**src/rtl/vc_fifo_buffer_if.sv**
```systemverilog
// Bus between the link receiver / switch control and the multi-VC input buffer.
interface vc_fifo_buffer_if #(
    parameter int WIDTH  = 8,
    parameter int DEPTH  = 4,
    parameter int NUM_VC = 2
);
    localparam int VCW = (NUM_VC > 1) ? $clog2(NUM_VC) : 1;
    localparam int CW  = $clog2(DEPTH) + 1;

    logic                    push;
    logic [VCW-1:0]          push_vc;
    logic [WIDTH-1:0]        tail;
    logic [NUM_VC-1:0]       pull;
    logic [NUM_VC*WIDTH-1:0] head;
    logic [NUM_VC*CW-1:0]    counter;
    logic [NUM_VC-1:0]       full;
    logic [NUM_VC-1:0]       empty;
    logic [NUM_VC-1:0]       credit;
    logic                    overflow;
    logic                    underflow;

    modport master (
        output push, push_vc, tail, pull,
        input  head, counter, full, empty, credit, overflow, underflow
    );

    modport slave (
        input  push, push_vc, tail, pull,
        output head, counter, full, empty, credit, overflow, underflow
    );
endinterface

```
**src/rtl/vc_fifo_buffer.sv**
```systemverilog
// Multi-virtual-channel input buffer: NUM_VC circular FIFOs sharing one write
// port, each with its own pull, occupancy counter, full/empty and credit pulse.
module vc_fifo_buffer #(
    parameter int WIDTH  = 8,
    parameter int DEPTH  = 4,
    parameter int NUM_VC = 2
) (
    input logic             clock,
    input logic             reset,
    vc_fifo_buffer_if.slave bus
);
    localparam int VCW = (NUM_VC > 1) ? $clog2(NUM_VC) : 1;
    localparam int CW  = $clog2(DEPTH) + 1;
    localparam int PW  = $clog2(DEPTH);

    typedef logic [PW-1:0] ptr_t;
    typedef logic [CW-1:0] cnt_t;

    logic [WIDTH-1:0]  mem_q [NUM_VC][DEPTH];
    logic [WIDTH-1:0]  mem_d [NUM_VC][DEPTH];
    ptr_t              rd_q  [NUM_VC];
    ptr_t              rd_d  [NUM_VC];
    ptr_t              wr_q  [NUM_VC];
    ptr_t              wr_d  [NUM_VC];
    cnt_t              cnt_q [NUM_VC];
    cnt_t              cnt_d [NUM_VC];
    logic [NUM_VC-1:0] full_q, full_d;
    logic [NUM_VC-1:0] empty_q, empty_d;
    logic [NUM_VC-1:0] credit_q, credit_d;
    logic              overflow_q, overflow_d;
    logic              underflow_q, underflow_d;

    logic [NUM_VC-1:0] pull_acc;
    logic [NUM_VC-1:0] push_acc;
    logic [VCW-1:0]    vc_sel;
    logic              vc_ok;

    // Circular pointer increment; DEPTH need not be a power of two.
    function automatic ptr_t ptr_inc(input ptr_t p);
        ptr_t r;
        if (p == ptr_t'(DEPTH - 1)) begin
            r = {PW{1'b0}};
        end else begin
            r = p + ptr_t'(1);
        end
        return r;
    endfunction

    // Acceptance: pulls need a non-empty VC; a push needs a valid VC and either
    // room or a simultaneous accepted pull on the same VC.
    always_comb begin
        vc_sel   = (NUM_VC == 1) ? {VCW{1'b0}} : bus.push_vc;
        vc_ok    = (NUM_VC == 1) || (int'(bus.push_vc) < NUM_VC);
        pull_acc = {NUM_VC{1'b0}};
        push_acc = {NUM_VC{1'b0}};
        for (int v = 0; v < NUM_VC; v++) begin
            pull_acc[v] = bus.pull[v] & ~empty_q[v];
            push_acc[v] = bus.push & vc_ok & (int'(vc_sel) == v) &
                          (~full_q[v] | pull_acc[v]);
        end
    end

    // Next-state for pointers, storage, occupancy, flags and credit pulses.
    always_comb begin
        mem_d = mem_q;
        for (int v = 0; v < NUM_VC; v++) begin
            rd_d[v]  = pull_acc[v] ? ptr_inc(rd_q[v]) : rd_q[v];
            wr_d[v]  = push_acc[v] ? ptr_inc(wr_q[v]) : wr_q[v];
            if (push_acc[v]) begin
                mem_d[v][wr_q[v]] = bus.tail;
            end else begin
                mem_d[v][wr_q[v]] = mem_q[v][wr_q[v]];
            end
            cnt_d[v]   = cnt_q[v] + cnt_t'(push_acc[v]) - cnt_t'(pull_acc[v]);
            full_d[v]  = (cnt_d[v] == cnt_t'(DEPTH));
            empty_d[v] = (cnt_d[v] == {CW{1'b0}});
        end
        credit_d    = pull_acc;
        overflow_d  = overflow_q | (bus.push & ~(|push_acc));
        underflow_d = underflow_q | (|(bus.pull & empty_q));
    end

    // Control state; synchronous reset discards all queued flits.
    always_ff @(posedge clock) begin
        if (reset) begin
            for (int v = 0; v < NUM_VC; v++) begin
                rd_q[v]  <= {PW{1'b0}};
                wr_q[v]  <= {PW{1'b0}};
                cnt_q[v] <= {CW{1'b0}};
            end
            full_q      <= {NUM_VC{1'b0}};
            empty_q     <= {NUM_VC{1'b1}};
            credit_q    <= {NUM_VC{1'b0}};
            overflow_q  <= 1'b0;
            underflow_q <= 1'b0;
        end else begin
            rd_q        <= rd_d;
            wr_q        <= wr_d;
            cnt_q       <= cnt_d;
            full_q      <= full_d;
            empty_q     <= empty_d;
            credit_q    <= credit_d;
            overflow_q  <= overflow_d;
            underflow_q <= underflow_d;
        end
    end

    // Flit storage is deliberately not reset.
    always_ff @(posedge clock) begin
        mem_q <= mem_d;
    end

    // Head of each VC (zero while empty) and packed occupancy fields.
    always_comb begin
        bus.head    = {(NUM_VC*WIDTH){1'b0}};
        bus.counter = {(NUM_VC*CW){1'b0}};
        for (int v = 0; v < NUM_VC; v++) begin
            if (empty_q[v]) begin
                bus.head[v*WIDTH +: WIDTH] = {WIDTH{1'b0}};
            end else begin
                bus.head[v*WIDTH +: WIDTH] = mem_q[v][rd_q[v]];
            end
            bus.counter[v*CW +: CW] = cnt_q[v];
        end
    end

    assign bus.full      = full_q;
    assign bus.empty     = empty_q;
    assign bus.credit    = credit_q;
    assign bus.overflow  = overflow_q;
    assign bus.underflow = underflow_q;
endmodule
```
**src/flat_wrapper.sv**
```systemverilog
// flat-port wrapper written by rule: the top's interface ports become plain ports
module vc_fifo_buffer_flat 
#(
    parameter int WIDTH  = 8,
    parameter int DEPTH  = 4,
    parameter int NUM_VC = 2
)
  (clock, reset, bus_push, bus_push_vc, bus_tail, bus_pull, bus_head, bus_counter, bus_full, bus_empty, bus_credit, bus_overflow, bus_underflow);
  vc_fifo_buffer_if #(.WIDTH(WIDTH), .DEPTH(DEPTH), .NUM_VC(NUM_VC)) bus_i ();
  input logic clock;
  input logic reset;
  input wire logic [$bits(bus_i.push)-1:0] bus_push;
  input wire logic [$bits(bus_i.push_vc)-1:0] bus_push_vc;
  input wire logic [$bits(bus_i.tail)-1:0] bus_tail;
  input wire logic [$bits(bus_i.pull)-1:0] bus_pull;
  output wire logic [$bits(bus_i.head)-1:0] bus_head;
  output wire logic [$bits(bus_i.counter)-1:0] bus_counter;
  output wire logic [$bits(bus_i.full)-1:0] bus_full;
  output wire logic [$bits(bus_i.empty)-1:0] bus_empty;
  output wire logic [$bits(bus_i.credit)-1:0] bus_credit;
  output wire logic [$bits(bus_i.overflow)-1:0] bus_overflow;
  output wire logic [$bits(bus_i.underflow)-1:0] bus_underflow;
  assign bus_i.push = bus_push;
  assign bus_i.push_vc = bus_push_vc;
  assign bus_i.tail = bus_tail;
  assign bus_i.pull = bus_pull;
  assign bus_head = bus_i.head;
  assign bus_counter = bus_i.counter;
  assign bus_full = bus_i.full;
  assign bus_empty = bus_i.empty;
  assign bus_credit = bus_i.credit;
  assign bus_overflow = bus_i.overflow;
  assign bus_underflow = bus_i.underflow;
  vc_fifo_buffer #(.WIDTH(WIDTH), .DEPTH(DEPTH), .NUM_VC(NUM_VC)) u_core (.clock(clock), .reset(reset), .bus(bus_i));
endmodule
```
**config.mk**
```make
export PLATFORM = sky130hd
export DESIGN_NAME = vc_fifo_buffer_flat
export DESIGN_NICKNAME = d
export VERILOG_FILES = /design/src/rtl/vc_fifo_buffer_if.sv /design/src/rtl/vc_fifo_buffer.sv /design/src/flat_wrapper.sv
export SDC_FILE = /design/constraint.sdc
export NUM_CORES = 1
export LEC_CHECK = 0
export CORE_MARGIN = 1.5
export CORE_UTILIZATION = 46
export DETAILED_ROUTE_END_ITERATION = 16
export HOLD_SLACK_MARGIN = 0.06
export PLACE_DENSITY = 0.66
export SYNTH_ARGS = -nofsm -noshare
export SYNTH_HDL_FRONTEND = slang
export SYNTH_SLANG_ARGS = --single-unit
export TNS_END_PERCENT = 1
```
**constraint.sdc**
```tcl
create_clock -name clock -period 2.85 [get_ports clock]
set_input_delay 0.4275 -clock clock [delete_from_list [all_inputs] [get_ports clock]]
set_output_delay 0.4275 -clock clock [all_outputs]
set_load 0.02 [all_outputs]
```
# Yosys cells after proc, flatten, opt, wreduce, memory -nomap -nowiden
# Cells that the tools add are included.
# Widths: inputs -> output; s select.
[word_totals]
ff_bits = 86
[op_classes]
n_addsub = 8
magnitude_cmp = 6
eq_ne = 6
n_mux = 28
bitwise_logic = 22
n_reduce_logical = 6
[ops]
columns = ["op", "n"]
rows = [
  ["$bwmux 32", 4],
  ["$mux 8", 12],
  ["$bmux 8 s2", 4],
  ["$mux 32", 2],
  ["$demux 8 s2", 2],
  ["$ge 3x3->1 const B", 4],
  ["$not 2->3", 4],
  ["$add 2x1->2 const B", 4],
  ["$eq 2x2->1 const B", 4],
  ["$mux 2", 4],
  ["$and 1x1->1", 7],
  ["$add 3x1->3", 2],
  ["$eq 3x3->1 const B", 2],
  ["$logic_not 3->1", 2],
  ["$lt 3x1->1 const B", 2],
  ["$not 1->1", 6],
  ["$sub 3x1->3", 2],
  ["$or 1x1->1", 4],
  ["$reduce_or 2->1", 2],
  ["$and 2x2->2", 1],
  ["$logic_and 1x1->1", 2],
]

# Depth between registers and ports, before layout
[depth]
depth_word = 8
depth_mapped = 10

# Worst setup path after synthesis
# Ideal clock, no wire load.
[synth_timing]
path_type = "register to register"
startpoint = "register u_core.empty_q[0] (netlist: u_core.bus.empty[0])"
endpoint = "register u_core.full_q[0] (netlist: u_core.bus.full[0])"
setup_ns = 0.078
t_arrival_ns = 2.160
setup_slack_ns = 0.612
path_stages_with_launch = 11
synth_period_minus_slack_ns = 2.238
cell_sequence = "dfxtp_1 -> nand2b_4 -> inv_1 -> ha_1 -> inv_1 -> ha_1 -> fa_1 -> xnor2_1 -> xnor2_1 -> nand2_1 -> nor3_1"
[synth_between]
elab_chain_len = 7
[synth_rtl]
columns = ["element", "line_no", "text"]
rows = [
  ["start: declaration", "vc_fifo_buffer.sv:28", "logic [NUM_VC-1:0] empty_q, empty_d;"],
  ["start signal: assignment", "vc_fifo_buffer.sv:92", "empty_q <= {NUM_VC{1'b1}};"],
  ["start signal: assignment", "vc_fifo_buffer.sv:101", "empty_q <= empty_d;"],
  ["$not 1->1 *", "vc_fifo_buffer.sv:57", "pull_acc[v] = bus.pull[v] & ~empty_q[v];"],
  ["$and 1x1->1 *", "vc_fifo_buffer.sv:57", ""],
  ["net u_core.credit_d[0]", "vc_fifo_buffer.sv:29", "logic [NUM_VC-1:0] credit_q, credit_d;"],
  ["$or 1x1->1", "vc_fifo_buffer.sv:59", "(~full_q[v] | pull_acc[v]);"],
  ["$and 1x1->1", "vc_fifo_buffer.sv:58", "push_acc[v] = bus.push & vc_ok & (int'(vc_sel) == v) &"],
  ["$add 3x1->3", "vc_fifo_buffer.sv:74", "cnt_d[v] = cnt_q[v] + cnt_t'(push_acc[v]) - cnt_t'(pull_acc[v]);"],
  ["$sub 3x1->3 *", "vc_fifo_buffer.sv:74", ""],
  ["$eq 3x3->1 *", "vc_fifo_buffer.sv:75", "full_d[v] = (cnt_d[v] == cnt_t'(DEPTH));"],
  ["end signal: assignment", "vc_fifo_buffer.sv:91", "full_q <= {NUM_VC{1'b0}};"],
  ["end signal: assignment", "vc_fifo_buffer.sv:100", "full_q <= full_d;"],
  ["end: declaration", "vc_fifo_buffer.sv:27", "logic [NUM_VC-1:0] full_q, full_d;"],
]
# The timed path passes the listed nets; every way through them passes the cells marked *.
# A chain may end at the register's enable or synchronous reset.

# Worst setup path after layout
[layout_timing]
startpoint = "register u_core.rd_q[3] (netlist bit)"
endpoint = "output bus_head[1]"
[layout_between]
elab_chain_len = 5
[layout_rtl]
columns = ["element", "line_no", "text"]
rows = [
  ["start: declaration", "vc_fifo_buffer.sv:21", "ptr_t rd_q [NUM_VC];"],
  ["start signal: indexed assignment", "vc_fifo_buffer.sv:87", "rd_q[v] <= {PW{1'b0}};"],
  ["start signal: assignment", "vc_fifo_buffer.sv:97", "rd_q <= rd_d;"],
  ["$not 2->3 (not written as such)", "vc_fifo_buffer.sv:121", "bus.head[v*WIDTH +: WIDTH] = mem_q[v][rd_q[v]];"],
  ["$bmux 8 s2", "vc_fifo_buffer.sv:121", ""],
  ["$mux 8 (not written as such) (2 in a row)", "vc_fifo_buffer.sv:121", ""],
  ["$mux 8", "vc_fifo_buffer.sv:118", "if (empty_q[v]) begin"],
  ["end: declaration", "flat_wrapper.sv:16", "output wire logic [$bits(bus_i.head)-1:0] bus_head;"],
]
# Every way passes these cells. The select of a mux whose other input is x is not followed.

==> impl_metrics.tcl <==
set metrics [dict create \
    status "finished, final reports clean" \
    postSynthRegisterBits 86 \
    htree_levels 3 \
    routed.top_layer "met4" \
    syn_inst 307 \
    ys_async_sr_fraction 0 \
    via_per_inst 5.32 \
    reg2reg_from "u_core.bus.empty[1]" \
    min_period_ns 2.59 \
    drt-wirelength-per-cell_um 17.6 \
    postCtsSetupBuffers 0 \
    clockBufferDepth 2 \
    finalHoldViolCount 0 \
    grt.total_usage 0.182 \
    synth_enable_flop_cells 64 \
    timing_worst_setup_path_type "reg2out" \
    setup_viol 0 \
    reg2regPathDepth 9 \
    p_seq_frac 0.409 \
    dr_total_vias 2621 \
    grt_max_degree 18 \
    die-width_um 102 \
    p_sw_frac 0.316 \
    num_io_pins 44 \
    synth_top_area_frac 0.426 \
    crit_required_ns 2.42 \
    wl_met3_um 320 \
    vdd_ir_drop_max_mv 0.357 \
    diodes 0 \
    antenna_found_initial 0 \
    clkPwrFrac 0.202 \
    clk_pin_slew_worst_paths_ns 0.08 \
    startpoint "u_core.rd_q[3]" \
    numPortBuffers 43 \
    skew_ns 0.0125 \
    grt_pass1_vias 2698 \
    grt_pass1_wl_um 13700 \
    cap_violations 0 \
    synth.most_common_cell "nor2b_1" \
    p_int_uw 2860 \
    leakage_uw 0.00185 \
    coreArea_mm2 0.00937 \
    crit_path_end_kind "output port" \
    pwr-share-comb 0.389 \
    cts.sinks 86 \
    netlist_area_mm2 0.00452 \
    final_nets 389 \
    worstPathMaxFanout 10 \
    initial_utilization 0.482 \
    grt_setup_unrepaired "false" \
    fmax_ghz 0.386 \
    power.density_mw_per_mm2 793 \
    min_from "u_core.bus.overflow" \
    rows 35 \
    met2_length_um 4330 \
    first_pass_iters 4 \
    ys.warnings.count 0 \
    tightest_slew_ns 0.687 \
    cts_buffers 9 \
    dieArea_mm2 0.0104 \
    drtIter0Drc 72 \
    cts_tree "built" \
    ys.flop_type "edfxtp_1" \
    synth_area_leaders "edfxtp_1 43%, mux4_2 15%, nor2b_1 10%" \
    switchingPower_uw 1320 \
    synth_largest_area_cell "edfxtp_1" \
    fill_cells 804 \
    drtAntennaViolNets 0 \
    drv_slew 0 \
    hold_buffers 0 \
    post-route-period-util 0.910 \
    wl_met1_um 3820 \
    startpoint_type "flip-flop" \
    drt_wl_total_um 8650 \
    clockRootBuffer "clkbuf_8" \
    maxSlewHeadroom 0.542 \
    areaGrowthSynthToFinish_pct 16.9 \
    ys_seq_area_frac 0.523 \
    holdPathStages 1 \
    crit_arrival_ns 2.17 \
    worst_hold_slack_ns 0.472 \
    cts_resized 0 \
    synth_area_per_cell_um2 14.7 \
    tns_ns 0 \
    insertion_delay_ns 0.35 \
    die_h_um 102 \
    min_path_type "reg2reg" \
    drive_gt1_frac 0.217 \
    gp_congestion 0.713 \
    hpwlAfterDp_um 5940 \
    synth_common_cells "72 x nor2b_1, 64 x edfxtp_1, 30 x mux4_2" \
    syn_nets 337 \
    remaining_drc_errors 0 \
    overflow 0 \
    ys_types 29 \
]
flip-flops by register name, summed over array words and instances, names as in the netlist:
| register | flops |
|---|---|
| u_core.wr_q | 4 |
| u_core.bus.overflow | 1 |
| u_core.bus.full | 2 |
| u_core.bus.counter | 6 |
| u_core.bus.underflow | 1 |
| u_core.rd_q | 4 |
| u_core.bus.empty | 2 |
| u_core.mem_q | 64 |
| u_core.bus.credit | 2 |
power by group through the flow:
| stage | logic (uW) | clock network, uW | registers [uW] |
|---|---|---|---|
| 2_1_floorplan | 1060 | 0 | 1770 |
| 3_3_place_gp | 1620 | 0 | 1730 |
| 3_5_place_dp | 1640 | 0 | 1740 |
| 4_1_cts | 1650 | 868 | 1710 |
| 5_1_grt | 1790 | 918 | 1740 |
| 6_report | 1630 | 847 | 1710 |
per-layer routing:
| metal | track usage | vias to the layer above |
|---|---|---|
| met5 | 0 | - |
| met1 | 0.236 | 1340 |
| met2 | 0.302 | 47 |
| li1 | - | 1220 |
| met4 | 0.0801 | 0 |
| met3 | 0.0308 | 14 |
cells by family after synthesis:
kind of cell | after synthesis | share of synthesized area
compound gates | 9 | 0.0180
xor+xnor | 4 | 0.00776
fa+ha+maj | 16 | 0.0477
buf+inv | 28 | 0.0335
flops | 86 | 0.523
mux | 53 | 0.219
simple gates | 111 | 0.150
worst max-delay path: stages, from the launching register on:
cell             delay, ns
dfxtp_1               0.68
mux4_2                0.39
and2b_2               0.20
clkdlybuf4s50_1       0.54
layout by cell type, fill, tap and decap left out, drive strengths merged, types with 7 or more instances in the layout:
cell type,Yosys,final
ha,14,14
and2b,12,12
nor2,13,13
buf,7,9
clkbuf,4,12
clkdlybuf4s50,0,43
mux2i,21,21
mux4,32,32
nand2,7,7
nor2b,72,72
dfxtp,22,22
inv,17,18
edfxtp,64,64
final cells by class:
type	count	area, um2	area share
flip-flops and latches	86	2360	0.448
multi-input cells	193	2000	0.379
repair buffers	52	498	0.0943
well taps	129	161	0.0306
clock buffers	12	145	0.0275
inverters	17	63.8	0.0121
clock inverters	4	46.3	0.00877
stage by stage:
stage	total power [uW]	area, um2	worst slack (ns)	utilization	std cells
after detailed placement	3390	5090	0.251	0.543	477
final	4190	5280	0.257	0.563	493
after floorplan	2830	4520	0.612	-	307
after CTS	4230	5280	0.236	0.563	493
after global routing	4450	5280	0.161	0.563	493
after global placement	3350	5090	0.297	0.543	477
worst paths after layout:
kind / to / slack, ns
setup / recovery: bus_head[1] / 0.26
setup reg to reg: u_core.bus.full[1] / 0.45
hold / removal: u_core.bus.overflow / 0.47
hold reg to reg: u_core.bus.overflow / 0.47
Note: power is estimated with default switching activity, not from simulation.
